$ cat config.mk
export PLATFORM = sky130hd
export DESIGN_NAME = iob_2p_mem_tiled_arb
export DESIGN_NICKNAME = d
export VERILOG_FILES = /design/src/rtl/iob_2p_mem_tiled_arb_pkg.sv /design/src/rtl/iob_2p_mem_tiled_rsp_buf.sv /design/src/rtl/iob_2p_mem_tiled_arb.sv
export SDC_FILE = /design/constraint.sdc
export NUM_CORES = 1
export LEC_CHECK = 0
export CAP_MARGIN = 20
export CORE_ASPECT_RATIO = 2
export CORE_UTILIZATION = 41
export DETAILED_ROUTE_END_ITERATION = 10
export PLACE_DENSITY_LB_ADDON = 0.05
export SYNTH_ARGS = -nofsm -noshare
export SYNTH_HDL_FRONTEND = slang
export SYNTH_SLANG_ARGS = --single-unit
$ cat constraint.sdc
create_clock -name clk -period 9.1 [get_ports clk]
set_input_delay 0.91 -clock clk [delete_from_list [all_inputs] [get_ports clk]]
set_output_delay 0.91 -clock clk [all_outputs]
set_load 0.05 [all_outputs]
$ cat src/rtl/iob_2p_mem_tiled_arb_pkg.sv
// Shared constants and helpers for the tiled two-port memory request arbiter.
package iob_2p_mem_tiled_arb_pkg;

    // Grant encoding, also used as the encoding of the round-robin "last" register.
    localparam logic GNT_W = 1'b0;
    localparam logic GNT_R = 1'b1;

    // Read-response buffer geometry.
    localparam int RSP_DEPTH = 2;
    localparam int OCC_W     = 2;

    // Which request, if any, owns the memory this cycle.
    typedef enum logic [1:0] {
        SEL_NONE = 2'd0,
        SEL_W    = 2'd1,
        SEL_R    = 2'd2
    } gnt_sel_e;

    // A read may issue only if every response already owed (buffered plus in
    // flight, less the one leaving this cycle) still leaves a free buffer slot.
    function automatic logic rd_eligible(
        input logic [OCC_W-1:0] occ,
        input logic             inflight,
        input logic             pop
    );
        logic [OCC_W:0] owed;
        owed = {1'b0, occ} + {{OCC_W{1'b0}}, inflight} - {{OCC_W{1'b0}}, pop};
        return (owed < 3'd2);
    endfunction

endpackage

$ cat src/rtl/iob_2p_mem_tiled_rsp_buf.sv
// Two-entry register FIFO holding read data until the response consumer takes it.
module iob_2p_mem_tiled_rsp_buf
    import iob_2p_mem_tiled_arb_pkg::*;
#(
    parameter int DATA_W = 32
) (
    input  logic              clk_i,
    input  logic              rst_i,
    input  logic              push_i,
    input  logic [DATA_W-1:0] push_data_i,
    input  logic              pop_i,
    output logic [OCC_W-1:0]  occ_o,
    output logic [DATA_W-1:0] head_o
);

    localparam int PTR_W = $clog2(RSP_DEPTH);

    logic [DATA_W-1:0] entry_q [RSP_DEPTH];
    logic [PTR_W-1:0]  wr_ptr_q;
    logic [PTR_W-1:0]  rd_ptr_q;
    logic [OCC_W-1:0]  occ_q;
    logic [OCC_W-1:0]  occ_d;
    logic              push_en_s;
    logic              pop_en_s;

    // Qualify push/pop so the FIFO can never over- or underflow on its own.
    always_comb begin
        pop_en_s  = pop_i & (occ_q != 2'd0);
        push_en_s = push_i & ((occ_q != 2'd2) | pop_en_s);
    end

    // Occupancy next-state: a simultaneous push and pop leaves it unchanged.
    always_comb begin
        occ_d = occ_q;
        case ({push_en_s, pop_en_s})
            2'b10:   occ_d = occ_q + 2'd1;
            2'b01:   occ_d = occ_q - 2'd1;
            default: occ_d = occ_q;
        endcase
    end

    // Storage, pointers and occupancy; reset clears the data so the head reads zero.
    always_ff @(posedge clk_i) begin
        if (rst_i) begin
            for (int i = 0; i < RSP_DEPTH; i++) begin
                entry_q[i] <= '0;
            end
            wr_ptr_q <= '0;
            rd_ptr_q <= '0;
            occ_q    <= 2'd0;
        end else begin
            if (push_en_s) begin
                entry_q[wr_ptr_q] <= push_data_i;
                wr_ptr_q          <= wr_ptr_q + 1'b1;
            end
            if (pop_en_s) begin
                rd_ptr_q <= rd_ptr_q + 1'b1;
            end
            occ_q <= occ_d;
        end
    end

    assign occ_o  = occ_q;
    assign head_o = entry_q[rd_ptr_q];

endmodule

$ cat src/rtl/iob_2p_mem_tiled_arb.sv
// Arbiter in front of the tiled two-port memory: one write or one read per
// cycle, round-robin when both contend, read data returned through a 2-deep
// response buffer with valid/ready handshake.
module iob_2p_mem_tiled_arb
    import iob_2p_mem_tiled_arb_pkg::*;
#(
    parameter int DATA_W = 32,
    parameter int ADDR_W = 15
) (
    input  logic              clk,
    input  logic              rst,
    input  logic              w_valid,
    input  logic [ADDR_W-1:0] w_addr,
    input  logic [DATA_W-1:0] w_data,
    output logic              w_ready,
    input  logic              r_valid,
    input  logic [ADDR_W-1:0] r_addr,
    output logic              r_ready,
    output logic              rd_valid,
    output logic [DATA_W-1:0] rd_data,
    input  logic              rd_ready,
    output logic              mem_w_en,
    output logic              mem_r_en,
    output logic [ADDR_W-1:0] mem_addr,
    output logic [DATA_W-1:0] mem_data_in,
    input  logic [DATA_W-1:0] mem_data_out
);

    logic             inflight_q;
    logic             inflight_d;
    logic             last_q;
    logic             last_d;
    logic [OCC_W-1:0] occ_s;
    logic             pop_s;
    logic             r_elig_s;
    gnt_sel_e         sel_s;

    assign rd_valid = (occ_s != 2'd0);
    assign pop_s    = rd_valid & rd_ready;
    assign r_elig_s = rd_eligible(occ_s, inflight_q, pop_s);

    // Grant selection: lone eligible request wins; on contention the side
    // that did not win last time is served. Nothing is granted during reset.
    always_comb begin
        sel_s = SEL_NONE;
        if (rst) begin
            sel_s = SEL_NONE;
        end else begin
            case ({w_valid, r_valid & r_elig_s})
                2'b11:   sel_s = (last_q == GNT_R) ? SEL_W : SEL_R;
                2'b10:   sel_s = SEL_W;
                2'b01:   sel_s = SEL_R;
                default: sel_s = SEL_NONE;
            endcase
        end
    end

    // Memory-side strobes and address mux; write data is always presented.
    always_comb begin
        w_ready     = (sel_s == SEL_W);
        r_ready     = (sel_s == SEL_R);
        mem_w_en    = w_valid & w_ready;
        mem_r_en    = r_valid & r_ready;
        mem_addr    = (sel_s == SEL_R) ? r_addr : w_addr;
        mem_data_in = w_data;
    end

    // Next-state for round-robin history and the in-flight read marker. A
    // capture always clears the marker, a new issue always sets it, so the
    // marker simply follows the read strobe.
    always_comb begin
        last_d     = last_q;
        inflight_d = mem_r_en;
        case (sel_s)
            SEL_W:   last_d = GNT_W;
            SEL_R:   last_d = GNT_R;
            default: last_d = last_q;
        endcase
    end

    // Arbiter state registers; reset discards any read still in flight.
    always_ff @(posedge clk) begin
        if (rst) begin
            inflight_q <= 1'b0;
            last_q     <= GNT_R;
        end else begin
            inflight_q <= inflight_d;
            last_q     <= last_d;
        end
    end

    iob_2p_mem_tiled_rsp_buf #(
        .DATA_W (DATA_W)
    ) u_rsp_buf (
        .clk_i       (clk),
        .rst_i       (rst),
        .push_i      (inflight_q),
        .push_data_i (mem_data_out),
        .pop_i       (pop_s),
        .occ_o       (occ_s),
        .head_o      (rd_data)
    );

endmodule

Yosys cells after proc, flatten, opt, wreduce, memory -nomap -nowiden
Memories as Yosys holds them, arrays and structs flattened. A register that Yosys moved wholly into a read port is not among the register bits.
Index checks and enable logic that the tools add are counted.
- add/sub/neg operators: 6
- $lt $le $gt $ge: 1
- equality and inequality tests: 8
- muxes and demuxes: 16
- bitwise gates (word level): 7
- reduce and logical (&&, ||, !) cells: 4
- operators by type and width (kind ; number):
    $mux 32 ; 1
    $reduce_or 32->1 ; 1
    $mux 15 ; 1
    $mux 1 ; 9
    $eq 2x2->1 const B ; 4
    $and 1x1->1 ; 6
    $eq 2x1->1 const B ; 3
    $pmux 2 s3 ; 1
    $reduce_bool 2->1 ; 3
    $mux 2 ; 2
    $pmux 2 s2 ; 1
    $add 2x1->3 ; 1
    $lt 3x2->1 const B ; 1
    $sub 3x1->3 ; 1
    $add 1x1->1 const B ; 2
    $add 2x1->2 const B ; 1
    $ne 2x2->1 const B ; 1
    $pmux 1 s2 ; 1
    $sub 2x1->2 const B ; 1
    $or 1x1->1 ; 1
- register bits: 6
- RAM bits: 64
- input bits: 99
- output and inout bits: 84
- word-level logic and storage cells: 48
- memories: 1
- memories (memory ; depth ; width ; read ports ; clocked after Yosys merged registers in ; wr ports ; RTL line ; RTL):
    u_rsp_buf.entry_q ; 2 ; 32 ; 1 ; 1 ; 2 ; iob_2p_mem_tiled_rsp_buf.sv:18 ; logic [DATA_W-1:0] entry_q [RSP_DEPTH];

Depth between registers and ports, before layout
Gate-level depths: netlist of run 1.
- depth after elaboration: 10
- mapped depth: 13
- gate-level depth less buffers: 10

By module
A second synthesis of run 1 with hierarchy kept.
- cells, all modules: 268
- area total of the unflattened synthesis: 3768.6 µm²
- by module, submodules not included (module ; times used ; cells an instance ; area an instance (µm²) ; sequential area each (µm²)):
    iob_2p_mem_tiled_rsp_buf ; 1 ; 195 ; 3089.2 ; 2021.9
    iob_2p_mem_tiled_arb ; 1 ; 73 ; 679.4 ; 40.0

Worst setup path after synthesis of run 1
Ideal clock, no wire load.
- path kind: input-to-output
- start point: input port rd_ready
- end point: output port mem_addr[10]
- arrival time: 3.831 ns
- required time: 8.190 ns
- setup slack: 4.359 ns
- cell stages on the path: 11
- path buffers: 2
- cell sequence: o21a_1 > ha_1 > nand2b_1 > fa_1 > xnor2_1 > nand3_1 > a211oi_1 > ha_1 > clkbuf_1 > buf_2 > mux2_2
- word-level cells in the longest chain between the ends: 9
- elaborated cells between the ends (all ways): 11
- those cells by class: add/sub (1); order compare (1); eq/ne (4); mux (3); bitwise (2)
- RTL lines (item ; RTL line ; RTL):
    from (decl) ; iob_2p_mem_tiled_arb.sv:21 ; input logic rd_ready,
    $and 1x1->1 (*) ; iob_2p_mem_tiled_arb.sv:39 ; assign pop_s = rd_valid & rd_ready;
    $sub 3x1->3 (*) ; iob_2p_mem_tiled_arb_pkg.sv:27 ; owed = {1'b0, occ} + {{OCC_W{1'b0}}, inflight} - {{OCC_W{1'b0}}, pop};
    $lt 3x2->1 (*) ; iob_2p_mem_tiled_arb_pkg.sv:28 ; return (owed < 3'd2);
    $and 1x1->1 (*) ; iob_2p_mem_tiled_arb.sv:49 ; case ({w_valid, r_valid & r_elig_s})
    $eq 2x1->1 / $eq 2x2->1 (equally long branches) ; iob_2p_mem_tiled_arb.sv:49 ;
    $pmux 2 s3 (*) ; iob_2p_mem_tiled_arb.sv:49 ;
    $mux 2 (*) ; iob_2p_mem_tiled_arb.sv:46 ; if (rst) begin
    $eq 2x2->1 (*) ; - ;
    named net r_ready ; iob_2p_mem_tiled_arb.sv:18 ; output logic r_ready,
    $mux 15 (*) ; iob_2p_mem_tiled_arb.sv:64 ; mem_addr = (sel_s == SEL_R) ? r_addr : w_addr;
    to (decl) ; iob_2p_mem_tiled_arb.sv:24 ; output logic [ADDR_W-1:0] mem_addr,
The timed path passes the listed nets; every way through them passes the cells marked *.

Worst setup path after layout of run 1
- start point: input port rd_ready
- end point: output port mem_addr[13]
- word-level cells in the longest chain between the ends: 9
- elaborated cells between the ends (all ways): 11
- those cells by class: add/sub (1); order compare (1); eq/ne (4); mux (3); bitwise (2)
- RTL lines (item ; RTL line):
    $and 1x1->1 (*) ; iob_2p_mem_tiled_arb.sv:39
    $sub 3x1->3 (*) ; iob_2p_mem_tiled_arb_pkg.sv:27
    $lt 3x2->1 (*) ; iob_2p_mem_tiled_arb_pkg.sv:28
    $and 1x1->1 (*) ; iob_2p_mem_tiled_arb.sv:49
    $eq 2x1->1 / $eq 2x2->1 (equally long branches) ; iob_2p_mem_tiled_arb.sv:49
    $pmux 2 s3 (*) ; iob_2p_mem_tiled_arb.sv:49
    $mux 2 (*) ; iob_2p_mem_tiled_arb.sv:46
    $eq 2x2->1 (*) ; iob_2p_mem_tiled_arb.sv:64
    $mux 15 (*) ; iob_2p_mem_tiled_arb.sv:64
Mark *: on every way between the ends. The rest lies on a longest branch, timed or not.

==> flow_metrics.tcl, run 1 <==
set metrics [dict create \
    total_power_uw 840 \
    design_area_um2 4960 \
    syn_area_um2 3690 \
    synthAdderAreaFrac_pct 1.56 \
    power_density_nw_per_um2 169 \
    wl_um 7550 \
    synthMuxAreaShare_pct 14.9 \
    start_kind "primary input" \
    switching_power_uw 201 \
    grt_max_degree 34 \
    gp_routability_congestion 0.699 \
    vias 2311 \
    regArea_um2 2060 \
    peakVddDrop_mv 0.0832 \
    avgRoutedWirePerCell_um 16.4 \
    ant_nets 0 \
    rsz0062_at_grt "no" \
    h-tree-depth 3 \
    skew_ps 4.98 \
    die_h_um 136 \
    numClockSinks 71 \
    worst_slew_pin_slew_ps 847 \
    cts_buffers 9 \
    overflow 0 \
    r2r_cells 10 \
    portBuffers 118 \
    drv_cap 0 \
    pwr-share-clk_pct 39.2 \
    n_fill_cell 759 \
    worstReg2RegEnd "inflight_q$_SDFF_PP0_" \
    ys_warn_count 0 \
    status "completed" \
    tns_ps 0 \
    finalCritPeriodShare_pct 63.4 \
    seqPwrFrac_pct 44.2 \
    insertion_delay_ps 320 \
    cts_setup_buffers 0 \
    synth_nets 375 \
    cp_data_arrival_time_ps 4860 \
    layout.nets 459 \
    avgSynthCellArea_um2 13.6 \
    cp-end-kind "output pin" \
    die_w_um 69.1 \
    p_int_uw 640 \
    grt_pass1_wl_um 11600 \
    critPathRequiredTime_ps 8190 \
    grt_pass1_vias 2443 \
    max_freq_mhz 173 \
    switching_share_pct 23.9 \
    synth_cell_types 32 \
    clkTransAtPathRegs_ps 50 \
    drcViolationCount 0 \
    ctsResizeCount 0 \
    r2r-start "u_rsp_buf.occ_o[1]$_SDFFE_PP0P_" \
    path_class "primary input to output pin" \
    tritoncts "done" \
    setup_viol 0 \
    dp_hpwl_um 5270 \
    crit_fanout 18 \
    firstDrtPassIters 4 \
    root_buffer "clkbuf_16" \
    drive_gt1_share_pct 17.7 \
    hold_depth 2 \
    postCtsHoldBufs 0 \
    initial_core_util_pct 42.6 \
    core-area_um2 8650 \
    maxSlewHeadroom_pct 43.5 \
    worstHoldEndpoint "u_rsp_buf.rd_ptr_q$_SDFFE_PP0P_" \
    track_usage_pct 16.5 \
    slew_viol_final 0 \
    synth_simple_gate_area_share_pct 14.9 \
    syn_inst 272 \
    pin_count 183 \
    power_leakage_nw 1.85 \
    die_area_um2 9400 \
    multi_input_area_um2 1270 \
    hold_viol 0 \
    ys_seq_area_share_pct 55.9 \
    placedCellCount 445 \
    synth_compound_area_share_pct 1.93 \
    min_path_type "flip-flop to flip-flop" \
    ys_ff_latch 71 \
    r2r_setup_slack_ps 5900 \
    drt-vias-per-instance 5.01 \
    drtIter0Drc 122 \
    stdcell_count 461 \
    clock_path_buffers 2 \
    diodes 0 \
    area_growth_pct 34.5 \
    grt_antenna_before_repair 0 \
    rows 48 \
    fin_crit_ps 5770 \
    min_from "u_rsp_buf.rd_ptr_q$_SDFFE_PP0P_" \
    synth_top_family_by_area "simple AND/OR/NAND/NOR gates" \
    place_area_um2 4680 \
    synth_xor_area_share_pct 0.713 \
    combPwrFrac_pct 16.5 \
]
## registers in the layout, indices dropped and copies added (netlist names), named ones only
register,count
u_rsp_buf.occ_o,2
u_rsp_buf.entry_q,64
u_rsp_buf.wr_ptr_q,1
u_rsp_buf.rd_ptr_q,1
last_q,1
inflight_q,1
## cell usage after synthesis
cell,count,area (um^2)
and2_1,67,419
edfxtp_1,64,1920
mux2_2,42,473
buf_4,32,240
buf_6,8,90.1
dfxtp_1,7,140
buf_2,5,25.0
mux2_1,5,56.3
a21oi_1,3,15.0
ha_1,3,37.5
nand2b_1,3,18.8
nor2_1,3,11.3
nor2b_1,3,18.8
o21a_1,3,22.5
clkbuf_1,2,7.51
inv_1,2,7.51
mux2i_1,2,20.0
nand2_1,2,7.51
o21ai_0,2,10.0
xnor2_1,2,17.5
a211o_1,1,8.76
a211oi_1,1,7.51
a21o_1,1,7.51
and3b_2,1,10.0
fa_1,1,20.0
nand3_1,1,5.00
nor3_1,1,5.00
nor3b_4,1,18.8
nor4b_4,1,23.8
or2_1,1,6.26
or2_2,1,6.26
xor2_1,1,8.76
## power groups by stage
stage	Clock [mW]	Combinational [mW]	Sequential, mW
final	0.330	0.139	0.372
after detailed placement	0	0.140	0.379
after global routing	0.349	0.146	0.373
after global placement	0	0.138	0.378
after CTS	0.336	0.141	0.372
after floorplan	0	0.116	0.377
## stage by stage
| step | setup slack, ps | hold WS [ps] | util (%) |
|---|---|---|---|
| 2_1_floorplan | 4360 | 481 | - |
| 3_3_place_gp | 3420 | 507 | 53.8 |
| 3_5_place_dp | 3290 | 503 | 54.1 |
| 4_1_cts | 3290 | 526 | 57.3 |
| 5_1_grt | 3070 | 574 | 57.3 |
| 6_report | 3330 | 522 | 57.3 |
## kinds of logic (layout without fill, tap and decap cells)
logic type | Yosys count | after routing
and+or+nand+nor | 85 | 85
adders and majority gates | 4 | 4
DFF | 71 | 71
xor gates and xnor gates | 3 | 3
AOI/OAI and AO/OA | 11 | 11
muxes | 49 | 49
buffers and inverters | 49 | 138
## worst max-delay path by stage
stage	depth (start not counted)	to	slack [ps]	start
5_1_grt	11	mem_addr[13]	3070	rd_ready
3_5_place_dp	11	mem_addr[13]	3290	rd_ready
4_1_cts	11	mem_addr[13]	3290	rd_ready
6_report	11	mem_addr[13]	3330	rd_ready
2_1_floorplan	11	mem_addr[10]	4360	rd_ready
3_3_place_gp	11	mem_addr[12]	3420	rd_ready
## area by class of cell
type                    count  area share, %
clock inverters             5          0.984
repair buffers            120           24.5
clock buffers              11           4.69
well taps                 100           2.52
multi-input cells         152           25.5
flip-flops and latches     71           41.6
inverters                   2          0.151
## metal layers
layer,up-vias,wire (um),track usage [%]
li1,1081,-,-
met1,1103,2490,14.8
met2,117,4280,31.3
met3,10,662,7.26
met4,0,119,6.69
met5,-,0,0
## placed cells by master (no fill, tap or decap)
master,Yosys,routed
nor4b_4,1,1
a21o_1,1,1
nand2b_1,3,3
inv_1,2,2
nor3b_4,1,1
fa_1,1,1
dfxtp_2,0,1
ha_1,3,3
clkdlybuf4s50_1,0,118
nor2b_1,3,3
nand3_1,1,1
mux2_1,5,5
o21ai_0,2,1
o21a_1,3,3
buf_4,32,1
xnor2_1,2,2
nor2_1,3,3
mux2_2,42,42
buf_16,0,1
a21oi_1,3,3
clkinv_2,0,3
a211oi_1,1,1
or2_2,1,2
dfxtp_1,7,6
a211o_1,1,1
clkbuf_16,0,9
nor3_1,1,1
clkinv_1,0,1
clkbuf_1,2,2
and3b_2,1,1
bufinv_16,0,1
o21ai_4,0,1
nand2_1,2,2
mux2i_1,2,2
edfxtp_1,64,64
xor2_1,1,1
and2_1,67,67
## worst max-delay path: stages
cell and delay [ps]:
clkdlybuf4s50_1 600, o21a_1 210, ha_1 240, nand2b_1 150, fa_1 380, xnor2_1 140
nand3_1 140, a211oi_1 300, ha_1 680, mux2_2 410, clkdlybuf4s50_1 700
Power figures use the tool's default switching activity.
==> run 2, diff against run 1 <==
--- a/config.mk
+++ b/config.mk
@@ -7,7 +7,7 @@
 export LEC_CHECK = 0
 export CAP_MARGIN = 20
 export CORE_ASPECT_RATIO = 2
-export CORE_UTILIZATION = 41
+export CORE_UTILIZATION = 37
 export DETAILED_ROUTE_END_ITERATION = 10
 export PLACE_DENSITY_LB_ADDON = 0.05
 export SYNTH_ARGS = -nofsm -noshare
==> constraint.sdc (replaced) <==
create_clock -name clk -period 4.7 [get_ports clk]
set_input_delay 0.47 -clock clk [delete_from_list [all_inputs] [get_ports clk]]
set_output_delay 0.47 -clock clk [all_outputs]
set_load 0.05 [all_outputs]
==> run 2 against run 1 <==
  * Combinational power is 89% higher
  * Register-to-register slack worse by 4200 ps
  * Critical endpoint is now mem_w_en
  * Global-route usage is 0.94 points lower
  * Clock skew is 0.55 ps higher
  * Critical path type unchanged
==> flow_metrics.tcl, run 2 (synthesis gave the netlist of run 1 again) <==
set metrics [dict create \
    clock_path_buffers 2 \
    diodes 0 \
    die_area_um2 10400 \
    path_cells "clkdlybuf4s50_1, o21a_1, ha_1, nand2b_1, fa_1, xnor2_1, nand3_1, a211o_1, ha_1, and2_1, clkdlybuf4s50_1" \
    drv_cap 0 \
    rsz0062_at_grt "no" \
    drtIter0Drc 79 \
    largest_reg_flops 64 \
    drcViolationCount 0 \
    top_register "u_rsp_buf.entry_q" \
    tritoncts "done" \
    drt-vias-per-instance 4.64 \
    total_power_mw 1.57 \
    tns_ps 0 \
    max_stage_delay_ps 700 \
    core-area_um2 9700 \
    numClockSinks 71 \
    worst_slew_pin_slew_ps 860 \
    vias 2293 \
    firstDrtPassIters 4 \
    rows 51 \
    maxSlewHeadroom_pct 42.7 \
    crit_fanout 5 \
    portBuffers 118 \
    ant_nets 0 \
    cp-end-kind "output pin" \
    avgRoutedWirePerCell_um 15.1 \
    wl_um 7460 \
    overflow 0 \
    n_fill_cell 909 \
    power_density_nw_per_um2 318 \
    min_path_type "flip-flop to flip-flop" \
    grt_antenna_before_repair 0 \
    track_usage_pct 15.5 \
    crit_slowest_cell "clkdlybuf4s50_1" \
    path_class "primary input to output pin" \
    insertion_delay_ps 330 \
    grt_max_degree 34 \
    die_w_um 72.6 \
    setup_viol 0 \
    final_cell_mix "clkdlybuf4s50_1 (101), and2_1 (67), edfxtp_1 (64)" \
    start_kind "primary input" \
    cp_data_arrival_time_ps 3730 \
    grt_pass1_wl_um 11600 \
    skew_ps 5.53 \
    dp_hpwl_um 5000 \
    die_h_um 143 \
    layout.nets 460 \
    root_buffer "clkbuf_16" \
    postCtsHoldBufs 0 \
    fin_crit_ps 4200 \
    cts_setup_buffers 0 \
    max_freq_mhz 238 \
    power_leakage_nw 1.85 \
    pin_count 183 \
    status "completed" \
    area_growth_pct 33.8 \
    r2r_setup_slack_ps 1750 \
    slew_viol_final 0 \
    clkTransAtPathRegs_ps 50 \
    finalCritPeriodShare_pct 89.3 \
    final_common_cell "clkdlybuf4s50_1" \
    hold_viol 0 \
    cts_buffers 9 \
    peakVddDrop_mv 0.171 \
    gp_routability_congestion 0.710 \
    critPathRequiredTime_ps 4230 \
    grt_pass1_vias 2486 \
    drive_gt1_share_pct 22.4 \
    h-tree-depth 3 \
    ctsResizeCount 0 \
    initial_core_util_pct 38.0 \
]
run 2: worst paths after layout:
path	from	end	depth (start not counted)
setup / recovery	rd_ready	mem_w_en	11
setup reg to reg	u_rsp_buf.occ_o[1]$_SDFFE_PP0P_	inflight_q$_SDFF_PP0_	11
hold reg to reg	u_rsp_buf.rd_ptr_q$_SDFFE_PP0P_	u_rsp_buf.rd_ptr_q$_SDFFE_PP0P_	2
hold / removal	u_rsp_buf.rd_ptr_q$_SDFFE_PP0P_	u_rsp_buf.rd_ptr_q$_SDFFE_PP0P_	2
run 2: area by class of cell:
| type | count | area, um^2 | area share, % |
|---|---|---|---|
| multi-input combinational | 152 | 1270 | 25.7 |
| clock buffer | 11 | 233 | 4.72 |
| tap | 132 | 165 | 3.35 |
| timing repair buffer | 121 | 1170 | 23.8 |
| sequential | 71 | 2060 | 41.8 |
| inverter | 2 | 7.51 | 0.152 |
| clock inverter | 5 | 25.0 | 0.507 |
run 2: worst max-delay path: cells and delay by family:
| kind | cells | cell delay (ps) |
|---|---|---|
| XOR/XNOR | 1 | 140 |
| buffers and inverters | 2 | 1310 |
| adder cells (fa/ha/maj) | 3 | 810 |
| AND/OR/NAND/NOR | 3 | 490 |
| AO/OA/AOI/OAI | 2 | 510 |
run 2: routing by layer:
layer / vias to the layer above / part of all wire (%) / track usage (%)
met5: - / 0 / 0
met4: 0 / 2.9 / 8.98
met3: 23 / 8.0 / 6.07
met1: 1080 / 33 / 12.9
met2: 110 / 56 / 29.6
li1: 1080 / - / -
run 2: where the power goes:
group | switching [mW] | leakage (nW) | total (mW) | internal (mW)
Sequential | 0.00914 | 0.718 | 0.720 | 0.711
Combinational | 0.146 | 1.01 | 0.263 | 0.117
Clock | 0.236 | 0.124 | 0.587 | 0.351
run 2: per-stage QoR:
stage	cell area (um^2)	worst slack, ps	hold slack [ps]	util (%)	instances
after floorplan	3690	769	481	-	272
after global placement	4680	515	498	48.2	478
final	4930	505	513	50.9	494
after global routing	4930	297	562	50.9	494
after detailed placement	4680	486	501	48.2	478
after CTS	4930	478	519	50.9	494
==> run 3, diff against run 2 <==
--- a/config.mk
+++ b/config.mk
@@ -10,6 +10,8 @@
 export CORE_UTILIZATION = 37
 export DETAILED_ROUTE_END_ITERATION = 10
 export PLACE_DENSITY_LB_ADDON = 0.05
+export REMOVE_ABC_BUFFERS = 1
+export SLEW_MARGIN = 20
 export SYNTH_ARGS = -nofsm -noshare
 export SYNTH_HDL_FRONTEND = slang
 export SYNTH_SLANG_ARGS = --single-unit
==> run 3 against run 2 <==
  * First-iteration DRC count is 28% higher
  * Largest cell class unchanged
  * Global-route usage grew 0.56 points
  * Flip-flop and latch count unchanged
  * Non-clock buffer count increased by 2
  * Cell count increased by 0.40%
  * Core utilization grew 0.68 points
  * Largest power group unchanged
==> flow_metrics.tcl, run 3 (synthesis gave the netlist of run 1 again) <==
set metrics [dict create \
    status "completed" \
    combPwrFrac_pct 16.3 \
    tritoncts "done" \
    avgRoutedWirePerCell_um 16.2 \
    maxSlewHeadroom_pct 47.3 \
    diodes 0 \
    grt_pass1_vias 2344 \
    rsz0062_at_grt "no" \
    path_class "primary input to output pin" \
    gp_routability_congestion 0.675 \
    h-tree-depth 3 \
    drt-vias-per-instance 4.66 \
    finalCritPeriodShare_pct 87.8 \
    insertion_delay_ps 320 \
    rows 51 \
    ctsResizeCount 0 \
    fin_crit_ps 4130 \
    numClockSinks 71 \
    hold_depth 2 \
    m1WireLength_um 3070 \
    worst_slew_pin_slew_ps 789 \
    slew_viol_final 0 \
    seqPwrFrac_pct 43.7 \
    wl_um 8060 \
    core-area_um2 9700 \
    wl_met3_um 800 \
    design_area_um2 5000 \
    switching_share_pct 24.7 \
    min_path_type "flip-flop to flip-flop" \
    cp_data_arrival_time_ps 3660 \
    place_area_um2 4710 \
    clkTransAtPathRegs_ps 60 \
    tns_ps 0 \
    wl_met2_um 4050 \
    max_freq_mhz 242 \
    fin_util_pct 51.5 \
    pwr-share-clk_pct 40.0 \
    final_common_cell "clkdlybuf4s50_1" \
    dp_hpwl_um 5620 \
    grt_pass1_wl_um 12000 \
    peakVddDrop_mv 0.173 \
    drive_gt1_share_pct 22.8 \
    vias 2311 \
    skew_ps 4.60 \
    pin_count 183 \
    power_leakage_nw 1.88 \
    power_density_nw_per_um2 329 \
    top_register "u_rsp_buf.entry_q" \
    drtIter0Drc 101 \
    overflow 0 \
    switching_power_uw 406 \
    final_cell_mix "clkdlybuf4s50_1 (101), and2_1 (67), edfxtp_1 (64)" \
    cts_setup_buffers 0 \
    largest_reg_flops 64 \
    crit_fanout 5 \
    track_usage_pct 16.1 \
    firstDrtPassIters 4 \
    cp-end-kind "output pin" \
    stdcell_count 496 \
    hold_viol 0 \
    total_power_mw 1.64 \
    placedCellCount 480 \
    start_kind "primary input" \
    layout.nets 462 \
    area_growth_pct 35.6 \
    portBuffers 118 \
    drv_cap 0 \
    r2r_cells 11 \
    setup_viol 0 \
    die_w_um 72.6 \
    grt_antenna_before_repair 0 \
    clock_path_buffers 2 \
    top_layer_used "met4" \
    p_int_mw 1.24 \
    initial_core_util_pct 38.0 \
    grt_max_degree 34 \
    critPathRequiredTime_ps 4230 \
    die_h_um 143 \
    die_area_um2 10400 \
    postCtsHoldBufs 0 \
    ant_nets 0 \
    drcViolationCount 0 \
    root_buffer "clkbuf_16" \
    cts_buffers 9 \
]
run 3: changes by cell type in the layout (fill, tap and decap cells not counted):
cell | before | now
buf_16 | 0 | 1
clkbuf_1 | 2 | 1
dfxtp_2 | 1 | 0
clkinv_4 | 0 | 2
or2_1 | 0 | 1
bufinv_16 | 0 | 1
clkinvlp_4 | 1 | 0
buf_4 | 19 | 20
dfxtp_1 | 6 | 7
or2_2 | 2 | 1
clkinv_1 | 2 | 1
run 3: critical path, cell delays in order:
cell             delay [ps]
clkdlybuf4s50_1         610
o21a_1                  200
ha_1                    220
nand2b_1                150
fa_1                    380
xnor2_1                 140
nand3_1                 150
a211o_1                 300
ha_1                    190
and2_1                  150
clkdlybuf4s50_1         700
run 3: worst paths after layout:
path / start / end / slack [ps]
worst max-delay path: rd_ready / mem_w_en / 570
worst min-delay path: u_rsp_buf.rd_ptr_q$_SDFFE_PP0P_ / flip-flop / 530
worst max register to register: u_rsp_buf.occ_o[1]$_SDFFE_PP0P_ / inflight_q$_SDFF_PP0_ / 1790
worst min register to register: u_rsp_buf.rd_ptr_q$_SDFFE_PP0P_ / flip-flop / 530
run 3: layout make-up:
cell class	count	area (um^2)
well taps	132	165
multi-input cells	152	1270
flip-flops and latches	71	2060
inverters	2	7.51
clock buffers	10	229
clock inverters	6	61.3
repair buffers	123	1210
fillers	900	4700
run 3: layer usage:
metal	track usage, %	vias up
met5	4.76	-
met4	6.81	0
met3	8.26	10
met2	26.1	135
met1	16.9	1083
li1	-	1083
run 3: per-stage QoR:
step	hold slack [ps]	setup slack [ps]
3_5_place_dp	506	542
3_3_place_gp	505	570
5_1_grt	565	349
6_report	527	573
2_1_floorplan	481	926
4_1_cts	529	539
run 3: power by group through the flow:
stage	logic (mW)	registers [mW]	clock network [mW]
global placement	0.266	0.731	0
CTS	0.272	0.718	0.672
global route	0.282	0.721	0.699
detailed placement	0.271	0.732	0
floorplan	0.147	0.731	0
finish	0.268	0.718	0.658
